<file path="config.mk">
export PLATFORM = sky130hd
export DESIGN_NAME = uart_tx_arbiter_flat
export DESIGN_NICKNAME = d
export VERILOG_FILES = /design/src/rtl/uart_tx_arbiter_if.sv /design/src/rtl/uart_tx_arbiter.sv /design/src/flat_wrapper.sv
export SDC_FILE = /design/constraint.sdc
export NUM_CORES = 1
export LEC_CHECK = 0
export CORE_AREA = 2 2 76 78
export DETAILED_ROUTE_END_ITERATION = 8
export DIE_AREA = 0 0 78 80
export GPL_TIMING_DRIVEN = 0
export PLACE_DENSITY = 0.68
export SKIP_CTS_REPAIR_TIMING = 1
export SLEW_MARGIN = 20
export SYNTH_ARGS = -nofsm -noshare
export SYNTH_HDL_FRONTEND = slang
export SYNTH_SLANG_ARGS = --single-unit
</file>
<file path="constraint.sdc">
create_clock -name clk -period 2.4 [get_ports clk]
set_input_delay 0.48 -clock clk [delete_from_list [all_inputs] [get_ports clk]]
set_output_delay 0.48 -clock clk [all_outputs]
set_load 0.005 [all_outputs]
</file>
<file path="src/rtl/uart_tx_arbiter_if.sv">
// Requester/transmitter bundle for the uart_tx arbiter.
// The slave modport is the arbiter; the master modport is the surrounding system.
interface uart_tx_arbiter_if #(
  parameter int NUM_REQ = 4
);
  logic [NUM_REQ-1:0]   req_valid;
  logic [8*NUM_REQ-1:0] req_data;
  logic [NUM_REQ-1:0]   req_last;
  logic [NUM_REQ-1:0]   req_ack;
  logic                 tx_start;
  logic [7:0]           tx_data;
  logic                 tx_busy;
  logic [NUM_REQ-1:0]   grant;
  logic                 arb_busy;
  logic                 err_timeout;

  modport slave (
    input  req_valid, req_data, req_last, tx_busy,
    output req_ack, tx_start, tx_data, grant, arb_busy, err_timeout
  );

  modport master (
    output req_valid, req_data, req_last, tx_busy,
    input  req_ack, tx_start, tx_data, grant, arb_busy, err_timeout
  );
endinterface

</file>
<file path="src/rtl/uart_tx_arbiter.sv">
// Round-robin sharing of one uart_tx between NUM_REQ byte-stream requesters.
// A grant lasts one message or MAX_BURST bytes, whichever ends first.
module uart_tx_arbiter #(
  parameter int NUM_REQ      = 4,
  parameter int MAX_BURST    = 4,
  parameter int BUSY_TIMEOUT = 15
) (
  input logic           clk,
  input logic           rst_n,
  uart_tx_arbiter_if.slave bus
);
  localparam int IW = (NUM_REQ > 1) ? $clog2(NUM_REQ) : 1;

  typedef enum logic [1:0] {ARB, WAIT_BUSY, WAIT_DONE, NEXT} state_t;

  state_t             state, state_n;
  logic [IW-1:0]      ptr, ptr_n, owner, owner_n, win, lidx, jj;
  logic               found, launch, rel;
  logic [3:0]         burst, burst_n;
  logic               lock, lock_n;
  logic [7:0]         tcnt, tcnt_n;
  logic [7:0]         data_q, data_n;
  logic               start_q, start_n, err_q, err_n, abusy_q, abusy_n;
  logic [NUM_REQ-1:0] ack_q, ack_n, grant_q, grant_n;

  function automatic logic [IW-1:0] inc_idx(input logic [IW-1:0] i);
    return (i == IW'(NUM_REQ - 1)) ? '0 : i + 1'b1;
  endfunction

  // First valid requester at or after ptr, wrapping around.
  always_comb begin
    found = 1'b0;
    win   = ptr;
    jj    = ptr;
    for (int k = 0; k < NUM_REQ; k++) begin
      jj = (int'(ptr) + k >= NUM_REQ) ? IW'(int'(ptr) + k - NUM_REQ) : IW'(int'(ptr) + k);
      if (!found && bus.req_valid[jj]) begin
        found = 1'b1;
        win   = jj;
      end
    end
  end

  always_comb begin
    state_n = state;
    ptr_n   = ptr;
    owner_n = owner;
    burst_n = burst;
    lock_n  = lock;
    tcnt_n  = tcnt;
    data_n  = data_q;
    start_n = 1'b0;
    ack_n   = '0;
    grant_n = grant_q;
    err_n   = 1'b0;
    launch  = 1'b0;
    rel     = 1'b0;
    lidx    = owner;

    unique case (state)
      ARB: begin
        if (found) begin
          launch  = 1'b1;
          lidx    = win;
          burst_n = 4'd1;
        end
      end
      WAIT_BUSY: begin
        if (bus.tx_busy) begin
          state_n = WAIT_DONE;
          tcnt_n  = '0;
        end else if (tcnt == 8'(BUSY_TIMEOUT - 1)) begin
          // Byte already acked to the requester; it is dropped, not retried.
          err_n  = 1'b1;
          rel    = 1'b1;
          tcnt_n = '0;
        end else begin
          tcnt_n = tcnt + 8'd1;
        end
      end
      WAIT_DONE: begin
        if (!bus.tx_busy) begin
          if (lock && burst < 4'(MAX_BURST)) state_n = NEXT;
          else                               rel     = 1'b1;
        end
      end
      NEXT: begin
        if (bus.req_valid[owner]) begin
          launch  = 1'b1;
          burst_n = (burst < 4'(MAX_BURST)) ? burst + 4'd1 : burst;
        end else begin
          rel = 1'b1;
        end
      end
      default: state_n = ARB;
    endcase

    if (launch) begin
      owner_n      = lidx;
      grant_n      = NUM_REQ'(1) << lidx;
      data_n       = bus.req_data[{lidx, 3'b000} +: 8];
      start_n      = 1'b1;
      ack_n[lidx]  = 1'b1;
      lock_n       = !bus.req_last[lidx];
      tcnt_n       = '0;
      state_n      = WAIT_BUSY;
    end

    if (rel) begin
      grant_n = '0;
      ptr_n   = inc_idx(owner);
      state_n = ARB;
    end

    abusy_n = (state_n != ARB);
  end

  always_ff @(posedge clk or negedge rst_n) begin
    if (!rst_n) begin
      state   <= ARB;
      ptr     <= '0;
      owner   <= '0;
      burst   <= '0;
      lock    <= 1'b0;
      tcnt    <= '0;
      data_q  <= '0;
      start_q <= 1'b0;
      ack_q   <= '0;
      grant_q <= '0;
      err_q   <= 1'b0;
      abusy_q <= 1'b0;
    end else begin
      state   <= state_n;
      ptr     <= ptr_n;
      owner   <= owner_n;
      burst   <= burst_n;
      lock    <= lock_n;
      tcnt    <= tcnt_n;
      data_q  <= data_n;
      start_q <= start_n;
      ack_q   <= ack_n;
      grant_q <= grant_n;
      err_q   <= err_n;
      abusy_q <= abusy_n;
    end
  end

  assign bus.tx_start    = start_q;
  assign bus.tx_data     = data_q;
  assign bus.req_ack     = ack_q;
  assign bus.grant       = grant_q;
  assign bus.err_timeout = err_q;
  assign bus.arb_busy    = abusy_q;
endmodule
</file>
<file path="src/flat_wrapper.sv">
// flat-port wrapper written by rule: the top's interface ports become plain ports
module uart_tx_arbiter_flat 
#(
  parameter int NUM_REQ      = 4,
  parameter int MAX_BURST    = 4,
  parameter int BUSY_TIMEOUT = 15
)
  (clk, rst_n, bus_req_valid, bus_req_data, bus_req_last, bus_tx_busy, bus_req_ack, bus_tx_start, bus_tx_data, bus_grant, bus_arb_busy, bus_err_timeout);
  uart_tx_arbiter_if #(.NUM_REQ(NUM_REQ)) bus_i ();
  input logic clk;
  input logic rst_n;
  input wire logic [$bits(bus_i.req_valid)-1:0] bus_req_valid;
  input wire logic [$bits(bus_i.req_data)-1:0] bus_req_data;
  input wire logic [$bits(bus_i.req_last)-1:0] bus_req_last;
  input wire logic [$bits(bus_i.tx_busy)-1:0] bus_tx_busy;
  output wire logic [$bits(bus_i.req_ack)-1:0] bus_req_ack;
  output wire logic [$bits(bus_i.tx_start)-1:0] bus_tx_start;
  output wire logic [$bits(bus_i.tx_data)-1:0] bus_tx_data;
  output wire logic [$bits(bus_i.grant)-1:0] bus_grant;
  output wire logic [$bits(bus_i.arb_busy)-1:0] bus_arb_busy;
  output wire logic [$bits(bus_i.err_timeout)-1:0] bus_err_timeout;
  assign bus_i.req_valid = bus_req_valid;
  assign bus_i.req_data = bus_req_data;
  assign bus_i.req_last = bus_req_last;
  assign bus_i.tx_busy = bus_tx_busy;
  assign bus_req_ack = bus_i.req_ack;
  assign bus_tx_start = bus_i.tx_start;
  assign bus_tx_data = bus_i.tx_data;
  assign bus_grant = bus_i.grant;
  assign bus_arb_busy = bus_i.arb_busy;
  assign bus_err_timeout = bus_i.err_timeout;
  uart_tx_arbiter #(.NUM_REQ(NUM_REQ), .MAX_BURST(MAX_BURST), .BUSY_TIMEOUT(BUSY_TIMEOUT)) u_core (.clk(clk), .rst_n(rst_n), .bus(bus_i));
endmodule
</file>
# Word level (Yosys, flattened, before mapping)
# Cells that the tools add are included.
# op_classes
order_cmp,12
shift,2
n_eq_ne,8
add_sub_neg,10
n_mux,57
reduce_logical,15
# op_table
op,n
$mux 2,16
$mux 8,4
$shiftx 32x6->8,1
$mux 4,6
$mux 1,20
$lt 2x3->1 const B,6
$bmux 1 s2,6
$ge 3x3->1 const B,3
$add 8x1->8 const B,1
$eq 8x4->1 const B,1
$pmux 4 s2,1
$reduce_bool 2->1,4
$sub 2x1->2 const B,4
$add 2x2->3 const B,2
$eq 2x2->1 const B,3
$ne 2x1->1 const B,3
$logic_and 1x1->1,5
$add 4x1->4 const B,1
$logic_not 1->1,4
$lt 4x3->1 const B,1
$pmux 2 s2,1
$reduce_and 4->1,1
$shl 1x2->4 const A,1
$add 2x1->3 const B,1
8 further kinds,8
# totals
output_inout_bits,19
register_bits,38
word_cells,116

# Longest topological paths before layout
# Gate-level depths: netlist of run 1.
# logic_depth
depth_word,21
ltp_mapped,10
mapped_depth_nobuf,9

# Worst setup path after synthesis of run 1
# Ideal clock, no wire load.
# synth_timing
kind,reg2reg
start,register u_core.state[0]
end,register u_core.data_q[5] (netlist: u_core.bus.tx_data[5])
period_less_slack_ns,2.084
path_slack_ns,0.316
setup_time_ns,0.117
n_path_buf,2
path_stages_with_launch,11
arrival_time_ns,1.968
required_ns,2.283
path_cell_list,dfrtp_1 inv_1 ha_1 nand2b_2 a311oi_1 a21o_1 buf_6 buf_8 mux4_2 nand2_1 nand2_1
# synth_between
elab_chain_cells,3
# synth_lines
item,line,source
"start, declared",uart_tx_arbiter.sv:16,"state_t state, state_n;"
"start signal, assigned",uart_tx_arbiter.sv:133,state <= state_n;
$logic_not 2->1,uart_tx_arbiter.sv:60,unique case (state)
$mux 2,uart_tx_arbiter.sv:60,
$shiftx 32x6->8,uart_tx_arbiter.sv:101,"data_n = bus.req_data[{lidx, 3'b000} +: 8];"
"end signal, assigned",uart_tx_arbiter.sv:139,data_q <= data_n;
"end, declared",uart_tx_arbiter.sv:22,"logic [7:0] data_q, data_n;"
# Parallel ways exist; a longest one is shown, timed or not.
# A chain may end at the register's enable or synchronous reset.

# Worst setup path after layout of run 1
# layout_timing
start,register u_core.tcnt[0]
end,register u_core.ptr[0]
# layout_between
elab_chain_cells,4
# layout_lines
item,line,source
"start, declared",uart_tx_arbiter.sv:21,"logic [7:0] tcnt, tcnt_n;"
"start signal, assigned",uart_tx_arbiter.sv:138,tcnt <= tcnt_n;
$eq 8x4->1,uart_tx_arbiter.sv:72,end else if (tcnt == 8'(BUSY_TIMEOUT - 1)) begin
$mux 1,uart_tx_arbiter.sv:72,
$mux 1,uart_tx_arbiter.sv:69,if (bus.tx_busy) begin
$pmux 1 s3,uart_tx_arbiter.sv:60,
"end signal, assigned",uart_tx_arbiter.sv:134,ptr <= ptr_n;
"end, declared",uart_tx_arbiter.sv:17,"logic [IW-1:0] ptr, ptr_n, owner, owner_n, win, lidx, jj;"
# No other way between the ends.

==> results of run 1 <==
worst max-delay path, stage by stage (launching register included):
cell      delay [ns]
dfrtp_1         0.44
inv_1           0.08
ha_1            0.13
nor4bb_1        0.49
nand3b_1        0.23
a31oi_4         0.37
mux2_2          0.39
placed cells by master, fill, tap and decap left out, drive strengths merged, types with 2 or more instances in the layout:
cell type and instances:
clkdlybuf4s50 56, dfrtp 38, nand2 32, nor2 24, a21oi 12, inv 12, o21ai 11, ha 10
nor2b 9, buf 9, mux4 7, clkbuf 5, a21o 4, xor2 4, dlymetal6s2s 4, mux2 4
nor3 3, nand2b 3, a31oi 3, nand4 2, or3 2, nand3 2, bufinv 2, nor4 2
a221oi 2
metal layers:
metal / GRT usage (%) / wire length (µm) / vias up
met1: 21.6 / 2130 / 853
met4: 5.26 / 51 / 0
met2: 28.4 / 2400 / 63
li1: - / - / 869
met3: 5.20 / 356 / 6
met5: 0 / 0 / -
state kept, by name, indices dropped and copies added (netlist names):
name,cells
u_core.burst,4
u_core.bus.arb_busy,1
u_core.bus.err_timeout,1
u_core.bus.grant,4
u_core.bus.req_ack,4
u_core.bus.tx_data,8
u_core.bus.tx_start,1
u_core.lock,1
u_core.owner,2
u_core.ptr,2
u_core.state,2
u_core.tcnt,8
stage by stage:
| stage | setup slack [ns] | util, % | instances | power [W] | setup TNS (ns) |
|---|---|---|---|---|---|
| floorplan | 0.316 | - | 209 | 0.00218 | 0 |
| CTS | -0.113 | 55.0 | 351 | 0.00350 | -0.338 |
| detailed placement | -0.433 | 52.5 | 343 | 0.00284 | -7.07 |
| global route | 0.0180 | 55.8 | 352 | 0.00382 | 0 |
| finish | 0.159 | 55.8 | 352 | 0.00352 | 0 |
| global placement | -0.404 | 52.1 | 342 | 0.00280 | -9.34 |
how the worst max path moves through the flow:
stage | endpoint | slack (ns) | cells past startpoint
after CTS | u_core.ptr[1] | -0.11 | 5
final | u_core.ptr[0] | 0.16 | 6
after global placement | u_core.ptr[1] | -0.40 | 5
after global routing | u_core.bus.tx_data[6] | 0.02 | 10
after detailed placement | u_core.ptr[1] | -0.43 | 5
after floorplan | u_core.bus.tx_data[5] | 0.32 | 10
kinds of logic (layout without fill, tap and decap cells):
kind of cell / after synthesis / count (layout)
AND/OR/NAND/NOR: 85 / 85
AO/OA/AOI/OAI: 41 / 41
adder cells (fa/ha/maj): 10 / 10
buffers and inverters: 18 / 89
XOR/XNOR: 5 / 5
multiplexers: 12 / 12
flip-flops: 38 / 38
power breakdown:
| part | switching, W | internal, W | total (W) |
|---|---|---|---|
| Sequential | 0.000169 | 0.000871 | 0.00104 |
| Clock | 0.000245 | 0.000417 | 0.000662 |
| Combinational | 0.000906 | 0.000911 | 0.00182 |
| Total | 0.00132 | 0.00220 | 0.00352 |
final cells by class:
type / instances / area, µm²
Timing Repair Buffer: 63 / 651
Sequential cell: 38 / 951
Tap cell: 72 / 90.1
Inverter: 12 / 45.0
Buffer: 6 / 46.3
Multi-Input combinational cell: 153 / 1090
Clock buffer: 5 / 68.8
Fill cell: 491 / 2390
Clock inverter: 3 / 68.8
==> impl_metrics.json, run 1 <==
{
  "diodes": 0,
  "placed_area_um2": 2840,
  "clk_pin_slew_ns": 0.08,
  "overflow": 0,
  "grt_first_pass_wirelength_um": 8360,
  "design.core.area_um2": 5410,
  "critPathKind": "reg -> reg",
  "rsz0062_at_grt": "false",
  "synth-edff-count": 0,
  "relSlewSlack_pct": 65.0,
  "synth_most_common_cell": "dfrtp_1",
  "cts_buffers": 5,
  "synthTopCellsByCount": "dfrtp_1 (38), nand2_1 (32), nor2_1 (24)",
  "syn_area_um2": 2110,
  "ys_seq_area_share_pct": 45.0,
  "path_max_fanout": 9,
  "fin_skew_ns": 0.00686,
  "clkLatencyLatePin_ns": 0.29,
  "die_h_um": 80,
  "ys_ff_latch": 38,
  "cts.sinks": 38,
  "drtIter0Drc": 107,
  "reg2reg_slack_ns": 0.16,
  "cts_tree": "yes",
  "grt_pass1_vias": 1789,
  "power_density_nw_per_um2": 1170,
  "antenna_found_initial": 0,
  "hold_slack_ns": 0.155,
  "root_buffer": "clkbuf_8",
  "vias": 1791,
  "ys.flop_type": "dfrtp_1",
  "fin_crit_sh_pct": 93.4,
  "worstMarginPinSlew_ns": 0.518,
  "wl_per_cell_um": 14.0,
  "dp_hpwl_um": 3710,
  "reg2reg_to": "u_core.ptr[0]",
  "row_count": 27,
  "hold_viol": 0,
  "portBuffers": 61,
  "area.growth.synth_to_final_pct": 42.6,
  "cts.path.max_buffers": 2,
  "synth_xor_xnor_area_share_pct": 2.07,
  "power_leakage_nw": 1.37,
  "dr.pass1.iters": 4,
  "ios": 62,
  "yosys_warnings": 0,
  "synth_simple_gate_area_share_pct": 19.0,
  "yosys.area_share.adder_pct": 5.92,
  "synthMuxAreaShare_pct": 11.1,
  "drive_gt1_share_pct": 11.1,
  "grtUsageTotal_pct": 17.1,
  "final_design_area_no_fill_um2": 3010,
  "nets": 332,
  "ant_nets": 0,
  "r2r-start": "u_core.tcnt[0]",
  "setup_viol": 0,
  "max_freq_mhz": 446,
  "avgViaCountPerCell": 5.09,
  "synth_top_family_by_area": "simple AND/OR/NAND/NOR gates",
  "fin_crit_ns": 2.24,
  "start_util_pct": 39.1,
  "cts-htree-levels": 2,
  "async_flop_share_pct": 100,
  "route.detailed.drc": 0,
  "reg2regPathDepth": 6,
  "grt_max_degree": 22,
  "fp.dieW_um": 78,
  "synthDistinctLibCells": 47,
  "avgSynthCellArea_um2": 10.1,
  "synthCells": 209,
  "slew_viol_final": 0,
  "syn-num-nets": 262,
  "synth_compound_area_share_pct": 12.6,
  "critPathCaptureType": "flip-flop",
  "startpoint": "u_core.tcnt[0]",
  "hp-class": "in -> async",
  "wl_um": 4940,
  "start_kind": "flip-flop",
  "status": "completed",
  "dieArea_um2": 6240,
  "synth_area_leaders": "dfrtp_1 (45%), mux4_1 (6.2%), ha_1 (5.9%)",
  "routabilityCongestion": 0.782,
  "cap_violations": 0,
  "ir_drop_v": 0.000533,
  "synth_top_cell_by_area": "dfrtp_1",
  "crit_required_ns": 2.58,
  "synth_top_area_share_pct": 45.0,
  "cp.arrival_ns": 2.42
}
No activity file was read; power rests on OpenSTA's default activity.
==> inputs of run 2 (changes only) <==
--- a/config.mk
+++ b/config.mk
@@ -5,9 +5,9 @@
 export SDC_FILE = /design/constraint.sdc
 export NUM_CORES = 1
 export LEC_CHECK = 0
-export CORE_AREA = 2 2 76 78
+export CORE_AREA = 4 4 78 80
 export DETAILED_ROUTE_END_ITERATION = 8
-export DIE_AREA = 0 0 78 80
+export DIE_AREA = 0 0 82 84
 export GPL_TIMING_DRIVEN = 0
 export PLACE_DENSITY = 0.68
 export SKIP_CTS_REPAIR_TIMING = 1
==> run 2 against run 1 <==
Sequential power about the same. Final cell count unchanged. Clock power decreased by 28%. Clock-buffer cell count increased by 1. Utilization decreased by 0.56 points. Wire length decreased by 3.7%. Hold slack got worse by 0.12 ns. Sequential share of layout area increased by 0.32 points. Combinational power about the same. Die area increased by 10%. Critical path type unchanged.
==> impl_metrics.json, run 2 (synthesis gave the netlist of run 1 again) <==
{
  "hold_viol": 0,
  "ant_nets": 0,
  "dr.pass1.iters": 4,
  "row_count": 27,
  "design.core.area_um2": 5410,
  "critPathKind": "reg -> reg",
  "power.share.clock_pct": 14.3,
  "final_common_cell": "clkdlybuf4s50_1",
  "clk_pin_slew_ns": 0.08,
  "cp.arrival_ns": 2.45,
  "met3_length_um": 428,
  "cts.path.max_buffers": 2,
  "crit_required_ns": 2.59,
  "worstMarginPinSlew_ns": 0.459,
  "fin_crit_sh_pct": 94.0,
  "fin_crit_ns": 2.26,
  "netSwitchingFraction_pct": 39.0,
  "path_max_fanout": 10,
  "highest_layer": "met4",
  "netSwitchingPower_w": 0.00130,
  "root_buffer": "clkbuf_8",
  "avgViaCountPerCell": 4.96,
  "fin_skew_ns": 0.00673,
  "critPathCaptureType": "flip-flop",
  "dieArea_um2": 6890,
  "hold_slack_ns": 0.0342,
  "clkLatencyLatePin_ns": 0.29,
  "start_util_pct": 39.1,
  "seqPwrFrac_pct": 31.0,
  "ios": 62,
  "relSlewSlack_pct": 69.4,
  "wl_met1_um": 2030,
  "regArea_um2": 951,
  "grt_pass1_vias": 1749,
  "cts.sinks": 38,
  "multiInputGateArea_um2": 1110,
  "antenna_found_initial": 0,
  "vias": 1747,
  "fp.dieW_um": 82,
  "routabilityCongestion": 0.793,
  "wl_um": 4760,
  "start_kind": "flip-flop",
  "rsz0062_at_grt": "false",
  "power_leakage_nw": 1.34,
  "hp-class": "in -> async",
  "cts-htree-levels": 2,
  "ir_drop_v": 0.000479,
  "slew_viol_final": 0,
  "internal_power_w": 0.00203,
  "area.growth.synth_to_final_pct": 41.2,
  "nFillCells": 497,
  "comb_power_share_pct": 54.8,
  "portBuffers": 61,
  "max_freq_mhz": 443,
  "cts_tree": "yes",
  "dr_wl_met2_um": 2240,
  "cap_violations": 0,
  "die_h_um": 84,
  "reg2reg_slack_ns": 0.14,
  "drtIter0Drc": 80,
  "overflow": 0,
  "nets": 332,
  "status": "completed",
  "grt_first_pass_wirelength_um": 8020,
  "wl_per_cell_um": 13.5,
  "drive_gt1_share_pct": 11.8,
  "route.detailed.drc": 0,
  "grt_max_degree": 32,
  "power_density_nw_per_um2": 1110,
  "diodes": 0,
  "grtUsageTotal_pct": 15.1,
  "cts_buffers": 5,
  "setup_viol": 0,
  "layout_common_cells": "clkdlybuf4s50_1 (56), dfrtp_1 (38), nand2_1 (32)",
  "dp_hpwl_um": 3570,
  "fin_util_pct": 55.2
}
[run 2: cell count changes in the layout (fill, tap and decap cells not counted), sizes merged]
| cell | before | now |
|---|---|---|
| buf | 9 | 8 |
| clkinvlp | 0 | 1 |
| bufinv | 2 | 0 |
| clkinv | 1 | 0 |
| clkbuf | 5 | 7 |
| inv | 12 | 13 |
[run 2: critical path, stage by stage, from the launching register on]
cell      delay [ns]
dfrtp_1         0.43
inv_1           0.16
ha_2            0.26
nand2b_4        0.08
a311oi_2        0.19
a21o_1          0.13
buf_6           0.14
buf_8           0.14
mux4_2          0.50
nand2_1         0.08
nand2_1         0.05
[run 2: path summary, 6_finish.rpt]
path / cells past startpoint / start / end
max: 10 / u_core.state[0] / u_core.bus.tx_data[5]
min: 1 / rst_n / u_core.bus.grant[3]
max reg2reg: 10 / u_core.state[0] / u_core.bus.tx_data[5]
min reg2reg: 2 / u_core.bus.tx_data[4] / u_core.bus.tx_data[4]
max in group asynchronous: 2 / rst_n / u_core.tcnt[3]
min in group clk: 2 / u_core.bus.tx_data[4] / u_core.bus.tx_data[4]
[run 2: final cells by class]
| class | instances | share of cell area, % |
|---|---|---|
| Timing Repair Buffer | 63 | 21.6 |
| Inverter | 12 | 1.51 |
| Clock buffer | 6 | 2.77 |
| Tap cell | 72 | 3.02 |
| Sequential cell | 38 | 31.9 |
| Multi-Input combinational cell | 153 | 37.1 |
| Buffer | 6 | 1.64 |
| Clock inverter | 2 | 0.545 |
[run 2: metrics by stage]
step	instances	power, W	TNS (ns)	instance area (µm²)	worst slack [ns]
2_1_floorplan	209	0.00218	0	2110	0.316
3_3_place_gp	342	0.00279	-10.11	2810	-0.414
3_5_place_dp	343	0.00282	-7.15	2830	-0.453
4_1_cts	351	0.00331	-0.375	2930	-0.115
5_1_grt	352	0.00366	0	2980	0.00141
6_report	352	0.00333	0	2980	0.144
[run 2: metal layers]
layer | GRT usage (%) | vias to the layer above
met1 | 19.1 | 820
met5 | 0 | -
li1 | - | 867
met2 | 22.9 | 54
met4 | 4.53 | 0
met3 | 6.70 | 6
[run 2: power groups by stage]
| stage | clock network [W] | logic [W] | registers (W) |
|---|---|---|---|
| after floorplan | 0 | 0.00116 | 0.00102 |
| after global placement | 0 | 0.00176 | 0.00104 |
| after detailed placement | 0 | 0.00178 | 0.00104 |
| after CTS | 0.000489 | 0.00179 | 0.00103 |
| after global routing | 0.000520 | 0.00206 | 0.00107 |
| final | 0.000475 | 0.00182 | 0.00103 |
